$ cat config.mk
export PLATFORM = sky130hd
export DESIGN_NAME = core_time_tracker
export DESIGN_NICKNAME = d
export VERILOG_FILES = /design/src/rtl/pdes_pkg.sv /design/src/rtl/idle_select.sv /design/src/rtl/core_time_tracker.sv
export SDC_FILE = /design/constraint.sdc
export NUM_CORES = 1
export LEC_CHECK = 0
export ABC_AREA = 1
export BUFFER_PORTS_ARGS = -buffer_cell sky130_fd_sc_hd__buf_4
export CORE_ASPECT_RATIO = 0.7
export CORE_UTILIZATION = 47
export DETAILED_ROUTE_END_ITERATION = 8
export GPL_TIMING_DRIVEN = 0
export PLACE_DENSITY = 0.76
export SYNTH_ARGS = -nofsm -noshare
export SYNTH_HDL_FRONTEND = slang
export SYNTH_SLANG_ARGS = --single-unit
$ cat constraint.sdc
create_clock -name clk -period 2.2 [get_ports clk]
set_input_delay 0.11 -clock clk [delete_from_list [all_inputs] [get_ports clk]]
set_output_delay 0.11 -clock clk [all_outputs]
set_load 0.01 [all_outputs]
$ cat src/rtl/pdes_pkg.sv
`default_nettype none
// +--------------------------------------------------------------------------+
// | pdes_pkg                                                                 |
// | Shared PDES definitions: default sizes, slot encoding, unsigned min.     |
// | Revision: 1.0                                                            |
// +--------------------------------------------------------------------------+
package pdes_pkg;

   localparam int c_def_num_core = 4;
   localparam int c_def_time_wid = 16;
   localparam int c_max_time_wid = 64;

   localparam logic c_slot_idle = 1'b0;
   localparam logic c_slot_busy = 1'b1;

   // Width-generic helper: callers zero-extend into 64 bits and truncate the result.
   function automatic logic [c_max_time_wid-1:0] time_min(
      input logic [c_max_time_wid-1:0] a,
      input logic [c_max_time_wid-1:0] b
   );
      return (a < b) ? a : b;
   endfunction

endpackage
`default_nettype wire

$ cat src/rtl/idle_select.sv
`default_nettype none
// +--------------------------------------------------------------------------+
// | idle_select                                                              |
// | Lowest-index priority encoder over the idle-slot mask.                   |
// | Revision: 1.0                                                            |
// +--------------------------------------------------------------------------+
module idle_select #(
   parameter int NUM_CORE = 4
) (
   input  logic [NUM_CORE-1:0]         idle_mask,
   output logic                        any_idle,
   output logic [$clog2(NUM_CORE)-1:0] idx
);

   localparam int c_idx_wid = $clog2(NUM_CORE);

   // Scan downward so the lowest idle index is the last one written.
   always_comb begin
      idx = '0;
      for (int i = NUM_CORE - 1; i >= 0; i--) begin
         if (idle_mask[i]) idx = c_idx_wid'(i);
      end
   end

   assign any_idle = |idle_mask;

endmodule
`default_nettype wire

$ cat src/rtl/core_time_tracker.sv
`default_nettype none
// +--------------------------------------------------------------------------+
// | core_time_tracker                                                        |
// | Dispatches events to idle cores and tracks each busy core's timestamp.   |
// | Revision: 1.0                                                            |
// +--------------------------------------------------------------------------+
module core_time_tracker
   import pdes_pkg::*;
#(
   parameter int NUM_CORE = c_def_num_core,
   parameter int TIME_WID = c_def_time_wid
) (
   input  logic                           clk,
   input  logic                           rst_n,
   input  logic                           disp_vld,
   input  logic [TIME_WID-1:0]            disp_time,
   output logic                           disp_rdy,
   output logic [$clog2(NUM_CORE)-1:0]    disp_core,
   input  logic [NUM_CORE-1:0]            done_vld,
   input  logic [NUM_CORE-1:0]            upd_vld,
   input  logic [TIME_WID*NUM_CORE-1:0]   upd_time,
   output logic [TIME_WID*NUM_CORE-1:0]   core_times,
   output logic [NUM_CORE-1:0]            core_vld,
   output logic [$clog2(NUM_CORE+1)-1:0]  idle_cnt,
   output logic                           err
);

   localparam int c_core_wid = $clog2(NUM_CORE);
   localparam int c_cnt_wid  = $clog2(NUM_CORE + 1);

   logic [NUM_CORE-1:0]   r_state;
   logic [NUM_CORE-1:0]   w_state_nxt;
   logic [NUM_CORE-1:0]   w_bad;
   logic [c_cnt_wid-1:0]  r_idle_cnt;
   logic [c_cnt_wid-1:0]  w_idle_nxt;
   logic                  r_err;
   logic                  w_any_idle;
   logic [c_core_wid-1:0] w_disp_core;
   logic                  w_accept;

   // Selection sees only registered state, keeping done_vld off the ready path.
   idle_select #(
      .NUM_CORE (NUM_CORE)
   ) u_idle_select (
      .idle_mask (~r_state),
      .any_idle  (w_any_idle),
      .idx       (w_disp_core)
   );

   assign w_accept = disp_vld & w_any_idle;

   for (genvar i = 0; i < NUM_CORE; i++) begin : g_slot
      logic [TIME_WID-1:0] r_time;
      logic [TIME_WID-1:0] w_cand;
      logic [TIME_WID-1:0] w_low;
      logic                w_take;
      logic                w_lower;

      assign w_cand  = upd_time[i*TIME_WID +: TIME_WID];
      assign w_low   = TIME_WID'(time_min(c_max_time_wid'(w_cand), c_max_time_wid'(r_time)));
      assign w_take  = w_accept && (w_disp_core == c_core_wid'(i));
      assign w_lower = (r_state[i] == c_slot_busy) && upd_vld[i] && !done_vld[i];

      assign w_state_nxt[i] = (r_state[i] == c_slot_busy)
                            ? (done_vld[i] ? c_slot_idle : c_slot_busy)
                            : (w_take      ? c_slot_busy : c_slot_idle);

      assign w_bad[i] = (r_state[i] == c_slot_idle) && (done_vld[i] || upd_vld[i]);

      always_ff @(posedge clk or negedge rst_n) begin
         if (!rst_n) begin
            r_time <= '0;
         end else if (w_take) begin
            r_time <= disp_time;
         end else if (w_lower) begin
            r_time <= w_low;
         end
      end

      assign core_times[i*TIME_WID +: TIME_WID] = r_time;
   end

   always_comb begin
      w_idle_nxt = '0;
      for (int k = 0; k < NUM_CORE; k++) begin
         if (w_state_nxt[k] == c_slot_idle) w_idle_nxt = w_idle_nxt + c_cnt_wid'(1);
      end
   end

   always_ff @(posedge clk or negedge rst_n) begin
      if (!rst_n) begin
         r_state    <= '0;
         r_idle_cnt <= c_cnt_wid'(NUM_CORE);
         r_err      <= 1'b0;
      end else begin
         r_state    <= w_state_nxt;
         r_idle_cnt <= w_idle_nxt;
         r_err      <= r_err | (|w_bad);
      end
   end

   assign core_vld  = r_state;
   assign idle_cnt  = r_idle_cnt;
   assign err       = r_err;
   assign disp_rdy  = w_any_idle;
   assign disp_core = w_disp_core;

endmodule
`default_nettype wire

==> qor.csv, run 1 <==
metric,value,unit
GP Congestion,0.8794,
Critical Path Sink Type,flop,
static leakage,4.140,nW
maximum VDD drop,0.5685,mV
Mapped Area,5396,sq um
fin. max-slew vios,0,
share of cells above drive strength 1,0.2432,
CTS buffer count,9,
Period minus WS final,2017,ps
GR Util All Layers,0.2873,
Synth area leader,dfrtp_1,
Max Clk Rate,0.4958,GHz
share of the synthesized area in the top cell type,0.3292,
First-pass DRT Iterations,5,
Mapped Cells,769,
"Seq/Total Area, Yosys",0.3341,
NumNets Final,1103,
vias per cell,5.026,
Worst R2R End,idle_cnt[1],
critical-path maximum fanout,19,
Die H,91.65,um
top-count cell post-synth,nand2_1,
TritonCTS clock tree,yes,
number of I/O pins,166,
drt total wl,16410,um
drt wl/cell,14.82,um
Die X,130.1,um
async set or reset register ratio after synthesis,1.000,
worst skew pair latency,340,ps
Area contributors post-synth,"dfrtp_1 (33%), nand2_1 (19%), ha_1 (15%), inv_1 (7.8%), nand3_1 (6.6%)",
pin count of the biggest net entering global routing,73,
synthesis-stage register bit count,72,
clock sinks,72,
relative slew slack,0.3730,
die area,11920,sq um
DRC marker count from the first detailed-route iteration,446,
Hold Crit Endpoint,err,
IO buf count,165,
commonest cells in the netlist,"nand2_1 (273), inv_1 (112), dfrtp_1 (71), nand3_1 (71), ha_1 (63)",
period utilisation layout,0.9168,
FF-to-FF path depth,14,
Post-Syn Area per Cell,7.017,sq um
# DRC,0,
Tightest Pin Transition,940.5,ps
dpl hpwl,12450,um
number of flops mapped to enable cells by yosys,0,
ant diodes,0,
number of global-route vias before repair,5013,
hold path startpoint,done_vld[2],
total gr overflow,0,
"Reg clk slew, reported paths",60,ps
Max clock buf depth,2,
hold depth,3,
Crit Path Class,flop to flop,
CTS Root Cell,clkbuf_16,
worst hold slack,36.87,ps
Yosys warnings,0,
clk_skew,8.783,ps
Critical Path Start,core_vld[0],
Via Count,5564,
Final TNS setup,0,ps
Max Cap Viol,0,
PwrDens,1008,nW/um^2
htree depth,3,
post-synthesis cell type count,27,
Main synth FF type,dfrtp_1,
Critical Path AT,2240,ps
required time worst endpoint,2420,ps
Starting Density,0.4866,
Area growth syn-to-layout,34.59,%
Final Setup Violations,0,
Reg2Reg Setup Slack,180,ps
Startpoint Class,flop,
antenna violations before repair,0,
first-pass GRT wire length,26010,um
worst reg2reg startpoint,core_vld[0],
Hold Crit Class,input pin to flop,
Core Box Area,11090,sq um
outcome,completed,
final hold vios,0,
Core Rows,32,
Final ANT Viol Nets,0,
syn nets,923,
metrics by stage:
step | cell area (sq um) | std cells | total power [W] | utilization | setup slack, ps
after global routing | 7263 | 1107 | 0.007926 | 0.6549 | -4.306
final | 7263 | 1107 | 0.007324 | 0.6549 | 183.1
after global placement | 6827 | 1087 | 0.005388 | 0.6155 | -226.4
after floorplan | 5396 | 769 | 0.004025 | - | 1.250
after detailed placement | 6827 | 1087 | 0.005465 | 0.6155 | -240.1
after CTS | 7217 | 1104 | 0.007318 | 0.6507 | 1.657
cell usage in the layout (no fill, tap or decap), types with 14 or more instances in the layout:
cell type  instances
a21oi_1           24
o21ai_1           14
ha_1              63
dfrtp_1           69
o21ai_0           56
nand3_1           71
inv_1            111
buf_4            170
nor2_1            15
nand2_1          270
where the power goes:
group          internal [W]  leakage, nW  total, W  switching, W
clock network       0.00125        0.176   0.00182      0.000570
registers           0.00182        0.907   0.00229      0.000465
logic               0.00154         3.06   0.00321       0.00167
total               0.00462         4.14   0.00732       0.00271
kinds of logic (layout without fill, tap and decap cells):
| kind of cell | after synthesis | count (layout) | share of synthesized area |
|---|---|---|---|
| simple gates | 390 | 390 | 0.3093 |
| fa+ha+maj | 63 | 63 | 0.1461 |
| compound gates | 98 | 98 | 0.09274 |
| flops | 72 | 72 | 0.3341 |
| buf+inv | 144 | 329 | 0.1145 |
| xor+xnor | 2 | 2 | 0.003247 |
critical path: stages, from the launching register on:
cell and delay (ps):
dfrtp_2 400, nand2_1 80, nor2_2 160, inv_2 70
buf_8 150, nand2_2 90, inv_1 50, ha_1 300
inv_1 60, nand2_1 60, nand2_2 70, inv_1 40
ha_1 260, nand2_1 60, nand2_1 50
how the worst max path moves through the flow:
stage                  endpoint  slack, ps  cells after the start
floorplan           idle_cnt[1]          1                     15
finish              idle_cnt[1]        180                     14
global route        idle_cnt[1]         -4                     14
detailed placement  idle_cnt[1]       -240                     15
global placement    idle_cnt[1]       -230                     15
CTS                 idle_cnt[1]          2                     13
cell type report:
cell class                      count  area [sq um]
Multi-Input combinational cell    553          2985
Buffer                             26         188.9
Inverter                          116         435.4
Timing Repair Buffer              171          1286
Clock inverter                      5         127.6
Fill cell                        1035          3827
Clock buffer                       11         242.7
Tap cell                          153         191.4
Sequential cell                    72          1805
per-layer routing:
layer / share of wire / vias up / routed length [um] / track usage
met3: 0.080 / 12 / 1315 / 0.05134
met4: 0.013 / 0 / 210 / 0.06589
met5: 0 / - / 0 / 0
met1: 0.47 / 2509 / 7712 / 0.4247
li1: - / 2814 / - / -
met2: 0.44 / 229 / 7167 / 0.4331
sequential cells by signal (all words and copies together) (netlist names):
register,flops
g_slot.r_time,64
core_vld,4
idle_cnt,3
err,1
what timing repair did:
item / 4_1_cts / 5_1_grt
cloned: 0 / 0
setup endpoints to repair: 2 / 2
hold buffers: 1 / 0
buffers inserted: 2 / 3
pin swaps: 0 / 1
resized for setup: 3 / 11
hold endpoints to repair: 71 / 0
(Power assumes the default switching activity.)
==> inputs of run 2 (changes only) <==
==> constraint.sdc (replaced) <==
create_clock -name clk -period 1.8 [get_ports clk]
set_input_delay 0.09 -clock clk [delete_from_list [all_inputs] [get_ports clk]]
set_output_delay 0.09 -clock clk [all_outputs]
set_load 0.01 [all_outputs]
==> qor.csv, run 2 (synthesized netlist as in run 1, its figures left out) <==
metric,value,unit,change
outcome,finished with violations,,was completed
violated checks,setup timing,,
Net Switching,0.003552,W,was 0.002707 W
Core Box Area,11090,sq um,unchanged
drt total wl,17570,um,"was 16,410 um"
Total Power,0.009011,W,was 0.007324 W
Layout Cells excl Fill,1147,,"was 1,107"
clk_skew,6.666,ps,was 8.783 ps
Tightest Pin Transition,947.9,ps,was 940.5 ps
fin. max-slew vios,0,,unchanged
antenna violations before repair,1,,was 0
switching part of the total power,0.3942,,was 0.3695
Filler cells,924,,"was 1,035"
Clk pwr share,0.185,,was 0.249
DRC marker count from the first detailed-route iteration,380,,was 446
Reg2Reg Setup Slack,-0.8,ps,was 180 ps
Reg power frac,0.306,,was 0.312
final hold vios,0,,unchanged
"Reg clk slew, reported paths",60,ps,about the same
Startpoint Class,flop,,unchanged
clock sinks,72,,unchanged
CTS Root Cell,clkbuf_16,,unchanged
Final ANT Viol Nets,0,,unchanged
max FFs per register,64,,unchanged
required time worst endpoint,2080,ps,was 2420 ps
CP max-delay cell,dfrtp_1,,was dfrtp_2
Area growth syn-to-layout,44.96,%,was 34.59%
Final TNS setup,-0.7907,ps,was 0 ps
"most common cell after layout, fill and taps aside",nand2_1,,unchanged
worst path bufs/invs,3,,was 5
static leakage,4.369,nW,was 4.140 nW
NumNets Final,1142,,"was 1,103"
utilization after layout,0.7053,,was 0.6549
vias per cell,5.073,,was 5.026
pin count of the biggest net entering global routing,73,,unchanged
share of cells above drive strength 1,0.3293,,was 0.2432
highest routed layer,met4,,unchanged
Via Count,5819,,"was 5,564"
GR Util All Layers,0.2854,,was 0.2873
Final Setup Violations,1,,was 0
critical-path maximum fanout,7,,was 19
die area,11920,sq um,unchanged
Critical Path AT,2080,ps,was 2240 ps
Starting Density,0.4866,,unchanged
DR WL met2,7770,um,was 7167 um
first-pass GRT wire length,25650,um,"was 26,010 um"
placed instance count,1087,,unchanged
internal power,0.005459,W,was 0.004618 W
Crit Path Class,flop to flop,,unchanged
PwrDens,1152,nW/um^2,was 1008 nW/um^2
dpl hpwl,12380,um,"was 12,450 um"
combinational power share,0.509,,was 0.439
end point of the critical path,g_slot[0].r_time[12],,was idle_cnt[1]
Slowest Stage Delay on Critical Path,380,ps,was 400 ps
Die H,91.65,um,unchanged
number of global-route vias before repair,5097,,"was 5,013"
Worst Slack Setup Final,-0.7907,ps,was 183.1 ps
maximum VDD drop,0.6744,mV,was 0.5685 mV
Hold Crit Class,input pin to flop,,unchanged
Max clock buf depth,2,,unchanged
total gr overflow,0,,unchanged
met3 wire length,1625,um,was 1315 um
IO buf count,165,,unchanged
RSZ-0062 raised after global routing,yes,,
FF-to-FF path depth,12,,was 14
worst skew pair latency,340,ps,about the same
number of I/O pins,166,,unchanged
DRT met1 WL,7758,um,was 7712 um
Period minus WS final,1801,ps,was 2017 ps
critical path's most frequent cell,nand2_1,,unchanged
WP depth,12,,was 14
Core Rows,32,,unchanged
# DRC,0,,unchanged
Crit path max-delay family,simple AND/OR/NAND/NOR gates,,unchanged
period utilisation layout,1.000,,was 0.9168
Max Clk Rate,0.5553,GHz,was 0.4958 GHz
Critical Path Sink Type,flop,,unchanged
worst reg2reg startpoint,g_slot[0].r_time[9],,was core_vld[0]
CP cell instances,inv_1 -> ha_1 -> nand2_1 -> inv_1 -> o21ai_0 -> a21oi_1 -> nor2_2 -> nand2_4 -> nand2_8 -> clkbuf_16 -> nand2_1 -> nand2_1,,was nand2_1 -> nor2_2 -> inv_2 -> buf_8 -> nand2_2 -> inv_1 -> ha_1 -> inv_1 -> nand2_1 -> nand2_2 -> inv_1 -> ha_1 -> nand2_1 -> nand2_1
GP Congestion,0.9152,,was 0.8794
drt wl/cell,15.32,um,was 14.82 um
Max Cap Viol,0,,unchanged
relative slew slack,0.3681,,was 0.3730
htree depth,3,,unchanged
pre-CTS setup slack,-347.9,ps,was -240.1 ps
hold depth,3,,unchanged
First-pass DRT Iterations,5,,unchanged
CTS buffer count,9,,unchanged
"commonest cells after routing, fill and taps aside","nand2_1 (242), buf_4 (207), inv_1 (106)",,"was nand2_1 (270), buf_4 (170), inv_1 (111)"
TritonCTS clock tree,yes,,unchanged
Die X,130.1,um,unchanged
most flop-heavy register,g_slot.r_time,,unchanged
Critical Path Start,g_slot[0].r_time[9],,was core_vld[0]
Worst R2R End,g_slot[0].r_time[12],,was idle_cnt[1]
[run 2: worst min path at each step]
stage / from / to / slack, ps
after detailed placement: rst_n / g_slot[1].r_time[4] / 290
after CTS: upd_vld[2] / err / 30
final: upd_vld[2] / err / 30
after global placement: rst_n / g_slot[1].r_time[5] / 300
after floorplan: rst_n / core_vld[0] / -210
after global routing: upd_vld[2] / err / 40
[run 2: worst min-delay path, stage by stage]
cell and delay (ps):
buf_4 90, o21ai_0 70, nand3_1 80
[run 2: power groups by stage]
stage / registers, W / logic [W] / clock network, W
floorplan: 0.00295 / 0.00200 / 0
global placement: 0.00280 / 0.00382 / 0
detailed placement: 0.00280 / 0.00392 / 0
CTS: 0.00277 / 0.00404 / 0.00167
global route: 0.00282 / 0.00514 / 0.00176
finish: 0.00276 / 0.00459 / 0.00166
[run 2: layout make-up]
cell class,instances,area [sq um],area share
Sequential cell,72,1805,0.2308
Multi-Input combinational cell,553,3268,0.4178
Inverter,116,440.4,0.05630
Clock buffer,13,250.2,0.03199
Tap cell,153,191.4,0.02447
Clock inverter,3,17.52,0.002239
Buffer,25,221.5,0.02831
Timing Repair Buffer,211,1625,0.2078
Antenna cell,1,2.502,0.0003199
[run 2: per-layer routing]
metal  GRT usage  vias up
met2      0.4251      263
met3     0.07235       31
li1            -     2881
met1      0.4029     2644
met5           0        -
met4     0.08915        0
[run 2: stage by stage]
| step | hold WS (ps) | instance area, sq um |
|---|---|---|
| final | 30.16 | 7823 |
| after floorplan | -205.6 | 5450 |
| after global routing | 38.79 | 7820 |
| after global placement | 299.3 | 6880 |
| after detailed placement | 293.3 | 6880 |
| after CTS | 32.14 | 7320 |
[run 2: repair_timing]
item                       4_1_cts  5_1_grt
hold buffers                     1        0
cloned                           0        2
hold endpoints to repair        71        0
setup endpoints to repair       33       61
buffers inserted                10       33
gates resized for setup         27       63
pin swaps                       13       24
==> inputs of run 3 (changes only) <==
--- a/config.mk
+++ b/config.mk
@@ -8,10 +8,10 @@
 export ABC_AREA = 1
 export BUFFER_PORTS_ARGS = -buffer_cell sky130_fd_sc_hd__buf_4
 export CORE_ASPECT_RATIO = 0.7
-export CORE_UTILIZATION = 47
+export CORE_UTILIZATION = 52
 export DETAILED_ROUTE_END_ITERATION = 8
 export GPL_TIMING_DRIVEN = 0
-export PLACE_DENSITY = 0.76
+export PLACE_DENSITY = 0.8
 export SYNTH_ARGS = -nofsm -noshare
 export SYNTH_HDL_FRONTEND = slang
 export SYNTH_SLANG_ARGS = --single-unit
==> constraint.sdc (replaced) <==
create_clock -name clk -period 1.9 [get_ports clk]
set_input_delay 0.095 -clock clk [delete_from_list [all_inputs] [get_ports clk]]
set_output_delay 0.095 -clock clk [all_outputs]
set_load 0.005 [all_outputs]
==> qor.csv, run 3 (synthesized netlist as in run 1, its figures left out) <==
metric,value,unit,change
outcome,completed,,was finished with violations
Core Rows,30,,was 32
required time worst endpoint,2120,ps,was 2080 ps
drt total wl,17940,um,"was 17,570 um"
static leakage,4.243,nW,was 4.369 nW
worst reg2reg startpoint,core_vld[0],,was g_slot[0].r_time[9]
Placed Area,6845,sq um,was 6880 sq um
Starting Density,0.5466,,was 0.4866
period utilisation layout,0.9682,,was 1.000
Critical Path Start,core_vld[0],,was g_slot[0].r_time[9]
ant diodes,0,,was 1
utilization after layout,0.7572,,was 0.7053
hold path startpoint,upd_vld[2],,unchanged
IO buf count,165,,unchanged
Slowest Stage Delay on Critical Path,400,ps,was 380 ps
Final Setup Violations,0,,was 1
share of cells above drive strength 1,0.2765,,was 0.3293
clk_skew,10.58,ps,was 6.666 ps
Total Power,0.008303,W,was 0.009011 W
maximum VDD drop,0.6339,mV,was 0.6744 mV
worst path bufs/invs,6,,was 3
most flop-heavy register,g_slot.r_time,,unchanged
"commonest cells after routing, fill and taps aside","nand2_1 (265), buf_4 (190), inv_1 (107)",,"was nand2_1 (242), buf_4 (207), inv_1 (106)"
number of I/O pins,166,,unchanged
Area growth syn-to-layout,38.51,%,was 44.96%
clock sinks,72,,unchanged
Die X,123.8,um,was 130.1 um
htree depth,3,,unchanged
Max clock buf depth,2,,unchanged
Period minus WS final,1840,ps,was 1801 ps
critical-path maximum fanout,6,,was 7
TritonCTS clock tree,yes,,unchanged
Critical Path Sink Type,flop,,unchanged
CP max-delay cell,dfrtp_2,,was dfrtp_1
Worst Slack Setup Final,60.33,ps,was -0.7907 ps
pre-CTS setup slack,-239.0,ps,was -347.9 ps
fin. max-slew vios,0,,unchanged
Hold Crit Class,input pin to flop,,unchanged
Max Clk Rate,0.5436,GHz,was 0.5553 GHz
Final ANT Viol Nets,0,,unchanged
pin count of the biggest net entering global routing,73,,unchanged
met3 Use GR,0.07134,,was 0.07235
Core Box Area,9872,sq um,"was 11,090 sq um"
Crit path max-delay family,buffers and inverters,,was simple AND/OR/NAND/NOR gates
Tightest Pin Transition,959.7,ps,was 947.9 ps
CTS Root Cell,clkbuf_16,,unchanged
CTS buffer count,9,,unchanged
die area,10800,sq um,"was 11,920 sq um"
total gr overflow,0,,unchanged
vias per cell,5.460,,was 5.073
Die H,87.23,um,was 91.65 um
"most common cell after layout, fill and taps aside",nand2_1,,unchanged
final hold vios,0,,unchanged
GR Util met2,0.5136,,was 0.4251
GR Util All Layers,0.3275,,was 0.2854
RSZ-0062 raised after global routing,yes,,unchanged
Reg2Reg Setup Slack,60,ps,was -0.8 ps
PwrDens,1111,nW/um^2,was 1152 nW/um^2
NumNets Final,1122,,"was 1,142"
drt wl/cell,16.29,um,was 15.32 um
max FFs per register,64,,unchanged
Critical Path AT,2060,ps,was 2080 ps
critical path's most frequent cell,nand2_2,,was nand2_1
dpl hpwl,12980,um,"was 12,380 um"
Startpoint Class,flop,,unchanged
layer with the highest usage,met2,,unchanged
"Reg clk slew, reported paths",60,ps,about the same
first-pass GRT wire length,26450,um,"was 25,650 um"
Max Cap Viol,0,,unchanged
relative slew slack,0.3602,,was 0.3681
# DRC,0,,unchanged
Crit Path Class,flop to flop,,unchanged
number of global-route vias before repair,5419,,"was 5,097"
First-pass DRT Iterations,6,,was 5
antenna violations before repair,1,,unchanged
Filler cells,782,,was 924
post-route cell area,7475,sq um,was 7823 sq um
CP cell instances,nand2_2 -> nor2_4 -> inv_4 -> buf_12 -> nand2_8 -> inv_4 -> ha_4 -> inv_2 -> nand2_2 -> nand2_2 -> buf_4 -> buf_4 -> xor2_1,,was inv_1 -> ha_1 -> nand2_1 -> inv_1 -> o21ai_0 -> a21oi_1 -> nor2_2 -> nand2_4 -> nand2_8 -> clkbuf_16 -> nand2_1 -> nand2_1
worst skew pair latency,340,ps,about the same
Via Count,6012,,"was 5,819"
GP Congestion,0.9185,,was 0.9152
met1 usage in global routing,0.4344,,was 0.4029
DRC marker count from the first detailed-route iteration,641,,was 380
-- run 3: changes by cell type in the layout (fill, tap and decap cells not counted), sizes merged --
cell	change
bufinv	+2
clkinvlp	-1
clkbuf	-7
diode	-1
buf	-16
clkinv	+2
-- run 3: final cells by class --
type / count / area [sq um] / share of cell area
Inverter: 116 / 440.4 / 0.05892
Sequential cell: 72 / 1805 / 0.2415
Clock buffer: 10 / 229.0 / 0.03063
Clock inverter: 6 / 83.83 / 0.01122
Multi-Input combinational cell: 553 / 3108 / 0.4158
Tap cell: 128 / 160.2 / 0.02143
Timing Repair Buffer: 190 / 1429 / 0.1912
Buffer: 26 / 219.0 / 0.02929
-- run 3: path summary, 6_finish.rpt --
kind / endpoint / cells after the start
setup / recovery: idle_cnt[0] / 13
hold / removal: err / 3
setup reg to reg: idle_cnt[0] / 13
hold reg to reg: err / 2
max in group asynchronous: core_vld[0] / 2
min in group asynchronous: g_slot[1].r_time[8] / 2
-- run 3: metal layers --
metal  routed length [um]  vias up
li1                     -     2839
met1                 7293     2757
met2                 8116      359
met3                 1908       55
met4                  606        2
met5                   13        -
-- run 3: timing repair --
| action | in CTS | in global routing |
|---|---|---|
| setup buffers | 5 | 19 |
| endpoints found under the setup margin | 17 | 42 |
| hold endpoints to repair | 71 | 0 |
| hold buffers | 1 | 0 |
| pin swaps | 2 | 18 |
| gates resized for setup | 10 | 31 |
-- run 3: where the power goes --
part           switching [W]  internal, W  total [W]
Combinational        0.00189      0.00194    0.00383
Clock               0.000684      0.00115    0.00183
Sequential          0.000534      0.00211    0.00264
Total                0.00311      0.00519    0.00830
-- run 3: worst reg2reg max path: stages, from the launching register on --
cell and delay (ps):
dfrtp_2 400, nand2_2 70, nor2_4 140, inv_4 60, buf_12 130, nand2_8 60
inv_4 40, ha_4 270, inv_2 40, nand2_2 60, nand2_2 70, buf_4 130
buf_4 120, xor2_1 130
-- run 3: per-stage QoR --
| step | setup TNS (ps) | cells | hold slack, ps |
|---|---|---|---|
| floorplan | -62.41 | 769 | -200.6 |
| global placement | -305.7 | 1062 | 288.9 |
| detailed placement | -925.5 | 1062 | 297.5 |
| CTS | 0 | 1082 | 8.547 |
| global route | -209.2 | 1101 | 23.69 |
| finish | 0 | 1101 | 6.679 |
